**src/rtl/complex_mac_pipe_pkg.sv**
```systemverilog
// Shared opcode encoding and default Q-format widths for the complex MAC pipeline.
package complex_mac_pipe_pkg;

    localparam int DEF_DATA_WIDTH = 16;
    localparam int DEF_FRAC_BITS  = 15;

    typedef enum logic [2:0] {
        OP_NOP       = 3'b000,
        OP_CMAC      = 3'b001,
        OP_CMAC_INIT = 3'b010,
        OP_CONJMUL   = 3'b011,
        OP_MUL       = 3'b100,
        OP_MULADD    = 3'b101,
        OP_MULSUB    = 3'b110,
        OP_MAX       = 3'b111
    } opcode_e;

endpackage

```
**src/rtl/complex_mac_pipe_if.sv**
```systemverilog
// Operand/result stream bundle for complex_mac_pipe: valid/ready on both sides.
interface complex_mac_pipe_if #(
    parameter int DATA_WIDTH = 16
);
    logic                    in_valid;
    logic                    in_ready;
    logic [2:0]              opcode;
    logic [2*DATA_WIDTH-1:0] din_a;
    logic [2*DATA_WIDTH-1:0] din_b;
    logic [2*DATA_WIDTH-1:0] din_c;
    logic                    out_valid;
    logic                    out_ready;
    logic [2*DATA_WIDTH-1:0] dout;
    logic                    sat;

    modport master (
        output in_valid, opcode, din_a, din_b, din_c, out_ready,
        input  in_ready, out_valid, dout, sat
    );

    modport slave (
        input  in_valid, opcode, din_a, din_b, din_c, out_ready,
        output in_ready, out_valid, dout, sat
    );
endinterface

```
**src/rtl/complex_mac_pipe_round_sat.sv**
```systemverilog
// Combinational round-half-up and saturate of one wide signed component down to DATA_WIDTH.
module cplx_round_sat #(
    parameter int IN_WIDTH   = 40,
    parameter int DATA_WIDTH = 16,
    parameter int FRAC_BITS  = 15
) (
    input  logic signed [IN_WIDTH-1:0] din_i,
    output logic [DATA_WIDTH-1:0]      dout_o,
    output logic                       clamp_o
);
    // One extra bit so the rounding bias can never wrap the input.
    localparam int RW = IN_WIDTH + 1;
    localparam logic signed [RW-1:0] HALF = RW'(1) <<< (FRAC_BITS - 1);
    localparam logic signed [RW-1:0] MAXV = (RW'(1) <<< (DATA_WIDTH - 1)) - RW'(1);
    localparam logic signed [RW-1:0] MINV = -(RW'(1) <<< (DATA_WIDTH - 1));

    logic signed [RW-1:0] biased;
    logic signed [RW-1:0] shifted;

    assign biased  = RW'(din_i) + HALF;
    assign shifted = biased >>> FRAC_BITS;

    always_comb begin
        dout_o  = shifted[DATA_WIDTH-1:0];
        clamp_o = 1'b0;
        if (shifted > MAXV) begin
            dout_o  = MAXV[DATA_WIDTH-1:0];
            clamp_o = 1'b1;
        end else if (shifted < MINV) begin
            dout_o  = MINV[DATA_WIDTH-1:0];
            clamp_o = 1'b1;
        end
    end
endmodule

```
**src/rtl/complex_mac_pipe.sv**
```systemverilog
// Four-stage complex multiply / multiply-add / CMAC unit with a whole-pipe stall on out_ready.
module complex_mac_pipe
    import complex_mac_pipe_pkg::*;
#(
    parameter int DATA_WIDTH = DEF_DATA_WIDTH,
    parameter int FRAC_BITS  = DEF_FRAC_BITS,
    parameter int ACC_WIDTH  = 2*DATA_WIDTH + 8
) (
    input  logic              clk,
    input  logic              rst,
    complex_mac_pipe_if.slave bus
);
    localparam int DW = DATA_WIDTH;
    localparam int PW = 2*DW;
    localparam int SW = 2*DW + 2;
    localparam int AW = ACC_WIDTH;

    logic          adv;
    logic          out_valid_q, sat_q, sat_d;
    logic [PW-1:0] dout_q, dout_d;

    assign adv           = ~(out_valid_q & ~bus.out_ready);
    assign bus.in_ready  = adv;
    assign bus.out_valid = out_valid_q;
    assign bus.dout      = dout_q;
    assign bus.sat       = sat_q;

    // S1: operand capture
    logic          v1_q;
    opcode_e       op1_q;
    logic [PW-1:0] a1_q, b1_q, c1_q;

    always_ff @(posedge clk or posedge rst) begin
        if (rst) begin
            v1_q  <= 1'b0;
            op1_q <= OP_NOP;
            a1_q  <= '0;
            b1_q  <= '0;
            c1_q  <= '0;
        end else if (adv) begin
            v1_q <= bus.in_valid;
            if (bus.in_valid) begin
                op1_q <= opcode_e'(bus.opcode);
                a1_q  <= bus.din_a;
                b1_q  <= bus.din_b;
                c1_q  <= bus.din_c;
            end
        end
    end

    // S2: four full-precision products, kept here so they land in DSP slices
    logic signed [PW-1:0] ar1, ai1, br1, bi1;
    logic signed [PW-1:0] p_rr_q, p_ii_q, p_ri_q, p_ir_q;
    logic                 v2_q;
    opcode_e              op2_q;
    logic [PW-1:0]        a2_q, b2_q, c2_q;

    assign ar1 = PW'($signed(a1_q[PW-1:DW]));
    assign ai1 = PW'($signed(a1_q[DW-1:0]));
    assign br1 = PW'($signed(b1_q[PW-1:DW]));
    assign bi1 = PW'($signed(b1_q[DW-1:0]));

    always_ff @(posedge clk or posedge rst) begin
        if (rst) begin
            v2_q   <= 1'b0;
            op2_q  <= OP_NOP;
            a2_q   <= '0;
            b2_q   <= '0;
            c2_q   <= '0;
            p_rr_q <= '0;
            p_ii_q <= '0;
            p_ri_q <= '0;
            p_ir_q <= '0;
        end else if (adv) begin
            v2_q <= v1_q;
            if (v1_q) begin
                op2_q  <= op1_q;
                a2_q   <= a1_q;
                b2_q   <= b1_q;
                c2_q   <= c1_q;
                p_rr_q <= ar1 * br1;
                p_ii_q <= ai1 * bi1;
                p_ri_q <= ar1 * bi1;
                p_ir_q <= ai1 * br1;
            end
        end
    end

    // S3: combine; index 0 is I, index 1 is Q
    logic signed [SW-1:0] rr, ii, ri, ir, cr, ci;
    logic signed [AW-1:0] pa_r, pa_i;
    logic signed [DW-1:0] ar2, ai2, br2, bi2;
    logic signed [AW-1:0] acc_q [2];
    logic signed [AW-1:0] acc_d [2];
    logic signed [AW-1:0] res_d [2];
    logic signed [AW-1:0] r3_q  [2];
    logic                 v3_q;
    opcode_e              op3_q;

    assign rr   = SW'(p_rr_q);
    assign ii   = SW'(p_ii_q);
    assign ri   = SW'(p_ri_q);
    assign ir   = SW'(p_ir_q);
    assign cr   = SW'($signed(c2_q[PW-1:DW])) <<< FRAC_BITS;
    assign ci   = SW'($signed(c2_q[DW-1:0])) <<< FRAC_BITS;
    assign pa_r = AW'(p_rr_q) - AW'(p_ii_q);
    assign pa_i = AW'(p_ri_q) + AW'(p_ir_q);
    assign ar2  = $signed(a2_q[PW-1:DW]);
    assign ai2  = $signed(a2_q[DW-1:0]);
    assign br2  = $signed(b2_q[PW-1:DW]);
    assign bi2  = $signed(b2_q[DW-1:0]);

    always_comb begin
        res_d[0] = '0;
        res_d[1] = '0;
        acc_d[0] = acc_q[0];
        acc_d[1] = acc_q[1];
        case (op2_q)
            OP_MUL: begin
                res_d[0] = AW'(rr - ii);
                res_d[1] = AW'(ri + ir);
            end
            OP_MULADD: begin
                res_d[0] = AW'(rr - ii + cr);
                res_d[1] = AW'(ri + ir + ci);
            end
            OP_MULSUB: begin
                res_d[0] = AW'(rr - ii - cr);
                res_d[1] = AW'(ri + ir - ci);
            end
            OP_CONJMUL: begin
                res_d[0] = AW'(rr + ii);
                res_d[1] = AW'(ir - ri);
            end
            OP_MAX: begin
                res_d[0] = AW'((ar2 > br2) ? ar2 : br2);
                res_d[1] = AW'((ai2 > bi2) ? ai2 : bi2);
            end
            OP_CMAC_INIT: begin
                acc_d[0] = pa_r;
                acc_d[1] = pa_i;
                res_d[0] = pa_r;
                res_d[1] = pa_i;
            end
            OP_CMAC: begin
                acc_d[0] = acc_q[0] + pa_r;
                acc_d[1] = acc_q[1] + pa_i;
                res_d[0] = acc_q[0] + pa_r;
                res_d[1] = acc_q[1] + pa_i;
            end
            default: ;
        endcase
    end

    always_ff @(posedge clk or posedge rst) begin
        if (rst) begin
            v3_q     <= 1'b0;
            op3_q    <= OP_NOP;
            r3_q[0]  <= '0;
            r3_q[1]  <= '0;
            acc_q[0] <= '0;
            acc_q[1] <= '0;
        end else if (adv) begin
            v3_q <= v2_q;
            if (v2_q) begin
                op3_q    <= op2_q;
                r3_q[0]  <= res_d[0];
                r3_q[1]  <= res_d[1];
                acc_q[0] <= acc_d[0];
                acc_q[1] <= acc_d[1];
            end
        end
    end

    // S4: round/saturate each component, then output register
    logic [DW-1:0] rs_val   [2];
    logic          rs_clamp [2];

    genvar gi;
    generate
        for (gi = 0; gi < 2; gi++) begin : g_round_sat
            cplx_round_sat #(
                .IN_WIDTH  (AW),
                .DATA_WIDTH(DW),
                .FRAC_BITS (FRAC_BITS)
            ) u_round_sat (
                .din_i  (r3_q[gi]),
                .dout_o (rs_val[gi]),
                .clamp_o(rs_clamp[gi])
            );
        end
    endgenerate

    always_comb begin
        dout_d = {rs_val[0], rs_val[1]};
        sat_d  = rs_clamp[0] | rs_clamp[1];
        if (op3_q == OP_MAX) begin
            dout_d = {r3_q[0][DW-1:0], r3_q[1][DW-1:0]};
            sat_d  = 1'b0;
        end else if (op3_q == OP_NOP) begin
            dout_d = '0;
            sat_d  = 1'b0;
        end
    end

    always_ff @(posedge clk or posedge rst) begin
        if (rst) begin
            out_valid_q <= 1'b0;
            dout_q      <= '0;
            sat_q       <= 1'b0;
        end else if (adv) begin
            out_valid_q <= v3_q;
            if (v3_q) begin
                dout_q <= dout_d;
                sat_q  <= sat_d;
            end
        end
    end
endmodule

```
**src/flat_wrapper.sv**
```systemverilog
// flat-port wrapper written by rule: the top's interface ports become plain ports
module complex_mac_pipe_flat import complex_mac_pipe_pkg::*;
#(
    parameter int DATA_WIDTH = DEF_DATA_WIDTH,
    parameter int FRAC_BITS  = DEF_FRAC_BITS,
    parameter int ACC_WIDTH  = 2*DATA_WIDTH + 8
)
  (clk, rst, bus_in_valid, bus_opcode, bus_din_a, bus_din_b, bus_din_c, bus_out_ready, bus_in_ready, bus_out_valid, bus_dout, bus_sat);
  complex_mac_pipe_if #(.DATA_WIDTH(DATA_WIDTH)) bus_i ();
  input  logic clk;
  input  logic rst;
  input wire logic [$bits(bus_i.in_valid)-1:0] bus_in_valid;
  input wire logic [$bits(bus_i.opcode)-1:0] bus_opcode;
  input wire logic [$bits(bus_i.din_a)-1:0] bus_din_a;
  input wire logic [$bits(bus_i.din_b)-1:0] bus_din_b;
  input wire logic [$bits(bus_i.din_c)-1:0] bus_din_c;
  input wire logic [$bits(bus_i.out_ready)-1:0] bus_out_ready;
  output wire logic [$bits(bus_i.in_ready)-1:0] bus_in_ready;
  output wire logic [$bits(bus_i.out_valid)-1:0] bus_out_valid;
  output wire logic [$bits(bus_i.dout)-1:0] bus_dout;
  output wire logic [$bits(bus_i.sat)-1:0] bus_sat;
  assign bus_i.in_valid = bus_in_valid;
  assign bus_i.opcode = bus_opcode;
  assign bus_i.din_a = bus_din_a;
  assign bus_i.din_b = bus_din_b;
  assign bus_i.din_c = bus_din_c;
  assign bus_i.out_ready = bus_out_ready;
  assign bus_in_ready = bus_i.in_ready;
  assign bus_out_valid = bus_i.out_valid;
  assign bus_dout = bus_i.dout;
  assign bus_sat = bus_i.sat;
  complex_mac_pipe #(.DATA_WIDTH(DATA_WIDTH), .FRAC_BITS(FRAC_BITS), .ACC_WIDTH(ACC_WIDTH)) u_core (.clk(clk), .rst(rst), .bus(bus_i));
endmodule
```
**config.mk**
```make
export PLATFORM = sky130hd
export DESIGN_NAME = complex_mac_pipe_flat
export DESIGN_NICKNAME = d
export VERILOG_FILES = /design/src/rtl/complex_mac_pipe_pkg.sv /design/src/rtl/complex_mac_pipe_if.sv /design/src/rtl/complex_mac_pipe_round_sat.sv /design/src/rtl/complex_mac_pipe.sv /design/src/flat_wrapper.sv
export SDC_FILE = /design/constraint.sdc
export NUM_CORES = 2
export LEC_CHECK = 0
export ABC_AREA = 0
export BUFFER_PORTS_ARGS = -buffer_cell sky130_fd_sc_hd__buf_2
export CORE_UTILIZATION = 46
export CTS_BUF_LIST = sky130_fd_sc_hd__clkbuf_16
export DETAILED_ROUTE_END_ITERATION = 8
export SLEW_MARGIN = 40
export SYNTH_ARGS = -nofsm -noshare
export SYNTH_HDL_FRONTEND = slang
export SYNTH_HIERARCHICAL = 1
export SYNTH_SLANG_ARGS = --single-unit
```
**constraint.sdc**
```tcl
create_clock -name clk -period 44.5 [get_ports clk]
set_input_delay 4.45 -clock clk [delete_from_list [all_inputs] [get_ports clk]]
set_output_delay 4.45 -clock clk [all_outputs]
set_load 0.01 [all_outputs]
```
==> summary.txt <==
Status
  • Status: complete, but fails checks
  • Failing checks: design-rule violations

Clocking
  • CTS sink cnt: 526
  • Resized cells post-CTS: 0
  • CTS max path bufs: 3
  • Clock Latency Late Sink: 0.74 ns
  • Clock root buffer: clkbuf_16
  • Clock transition at the registers of the reported paths: 0.05 ns
  • Hold buffers post-CTS: 0
  • Setup Buffers After CTS: 0
  • H-tree depth: 3
  • TritonCTS Buffers: 73
  • CTS tree: done

STA
  • Final hold violation count: 0
  • Pins Over Slew Limit: 0
  • Fmax: 103.7 MHz
  • Crit share post-route: 21.67%
  • Final critical-path required period: 9.643 ns
  • Endpoints failing setup: 0
  • Setup TNS: 0 ns
  • Worst-Margin Slew: 0.9474 ns
  • Worst hold margin: 0.4632 ns
  • Slew margin rel.: 36.39%
  • Final Skew: 0.07151 ns
  • RSZ-0062 raised after global routing: false

GRT
  • First-pass GRT wire length: 365.2 mm
  • Gr usage total: 27.71%
  • Largest net degree at the start of global routing: 156
  • Grt ovf: 0
  • Initial antenna violation count: 15
  • Vias in the first global route: 62180

Die
  • Starting Density: 46.34%
  • Die width: 412.2 um
  • Die ar.: 169900 um2
  • # rows: 150
  • CORE AREA: 167000 um2
  • Die Span Y: 412.2 um
  • IO Pins: 138

Setup path
  • Reg2reg setup slack: 36.77 ns
  • Worst setup EP type: primary output
  • Worst EP required: 40.05 ns
  • CP max stage cell: nand2b_1
  • Most frequent CP cell: buf_2
  • Worst-path cell chain: buf_2 > nand2b_1 > buf_2
  • Type of the worst setup path: in -> out
  • CP top delay family: simple AND/OR/NAND/NOR gates
  • CP peak stage delay: 0.43 ns
  • CP arrival: 5.19 ns
  • Critical Path Start Type: primary input
  • Crit path buffers/inverters: 2
  • CP max FO: 10

Route
  • Vias after detailed routing: 61770
  • Drt via density: 5.631
  • 1st-iter DRT viols: 4551
  • Initial DRT Pass Iterations: 9
  • Post-DR wirelength/cell: 21.30 um
  • Final ANT Viol Nets: 0
  • DRC viols: 2
  • Total Routed Length: 233.6 mm

Synth
  • Synth Net Count: 10630
  • Top-area cell type share of the netlist area: 27.36%
  • Most numerous cell in the Yosys netlist: inv_1
  • Yosys reg bits: 526
  • Mean Syn Cell Area: 8.769 um2
  • Fraction of registers with async set/reset: 100.0%
  • Largest cells by area after synthesis: fa_1 27%, dfrtp_1 17%, ha_1 10%, inv_1 6.9%, nand2_1 5.3%
  • Count of cell types in the netlist: 104
  • Syn. warnings: 6
  • Seq/Total Area, Yosys: 17.01%
  • Synth cell count leaders: 1423 x inv_1, 1083 x nand2_1, 1058 x fa_1
  • Cell taking the most area after synthesis: fa_1
  • Synthesized instance count: 8827
  • Number of enable flip-flop cells after synthesis: 0
  • Dominant synthesized flop cell: dfrtp_1
  • Post-Syn Area: 77400 um2

Place
  • Post-DP HPWL: 181.2 mm
  • I/O Buffers: 137
  • Gp weighted congestion: 0.9394

Flow run
  • # Max-Cap Violations: 0

Min path
  • Hold Path Class: reg -> reg

Final layout
  • Layout area overhead: 6.767%
  • Post-layout util: 49.48%
  • Layout cells sized above 1: 7.000%
  • # fillers: 15970
  • Fin nets: 10500
kinds of logic after synthesis:
family                     share of synthesized area (%)
buffers and inverters                              9.262
AOI/OAI and AO/OA                                  14.42
DFF                                                17.01
xor gates and xnor gates                           3.791
adders and majority gates                          37.71
and+or+nand+nor                                    15.63
muxes                                              2.177
routing by layer:
| layer | share of wire, % | wire (um) | vias up | track usage, % |
|---|---|---|---|---|
| met4 | 3.3 | 7694 | 16 | 8.576 |
| met1 | 46 | 106300 | 31120 | 39.38 |
| met2 | 45 | 104400 | 1911 | 43.39 |
| met3 | 6.4 | 14990 | 342 | 4.238 |
| met5 | 0.044 | 103 | - | 0 |
| li1 | - | - | 28380 | - |
stage by stage:
stage	cell area, um2	worst slack (ns)	instances
finish	82640	34.86	10970
detailed placement	80050	34.85	10830
global placement	79990	34.89	10830
floorplan	77400	25.35	8827
global route	82620	34.79	10960
CTS	82540	34.86	10960
worst register-to-register path, delay by kind of cell (launching register included):
| kind | cells | cell delay, ns |
|---|---|---|
| DFF | 1 | 0.93 |
| xor gates and xnor gates | 1 | 0.45 |
| AOI/OAI and AO/OA | 7 | 2.10 |
| and+or+nand+nor | 2 | 0.31 |
| buffers and inverters | 2 | 0.47 |
| adders and majority gates | 7 | 3.34 |
layout by cell type, fill, tap and decap left out, types with 230 or more instances in the layout:
cell,n
a21oi_1,390
and2_1,510
dfrtp_1,518
fa_1,1058
ha_1,640
inv_1,1432
nand2_1,1080
nor2_1,411
o21ai_0,440
xnor2_1,230
worst paths after layout:
check,startpoint,endpoint,depth (start not counted)
max,bus_out_ready,bus_in_ready,3
min,u_core/op1_q[1],u_core/op2_q[1],2
max reg2reg,u_core/a1_q[8],u_core/p_ir_q[28],19
min reg2reg,u_core/op1_q[1],u_core/op2_q[1],2
max in group asynchronous,rst,u_core/b1_q[18],5
min in group asynchronous,rst,u_core/p_rr_q[29],2
layout make-up:
type	instances	area, um2	share of cell area, %
clock buffers	73	1827	2.210
clock inverters	59	665.6	0.8054
flip-flops and latches	526	13180	15.94
diodes	7	17.52	0.02120
inverters	1425	5356	6.481
multi-input cells	6421	57210	69.22
well taps	2204	2758	3.337
repair buffers	253	1637	1.980
sequential cells by signal, summed over array words and instances, names as in the netlist, 3 cells and up:
name and flops:
u_core/a1_q 32, u_core/bus.dout 32, u_core/p_ii_q 32, u_core/b2_q 32, u_core/op1_q 3, u_core/r3_q 80
u_core/p_rr_q 32, u_core/a2_q 32, u_core/p_ir_q 32, u_core/b1_q 32, u_core/op2_q 3, u_core/c2_q 32
u_core/acc_q 80, u_core/op3_q 3, u_core/p_ri_q 32, u_core/c1_q 32
Power is not shown: default switching activity piles up to over one toggle a cycle in this logic, so the estimate is an artifact.
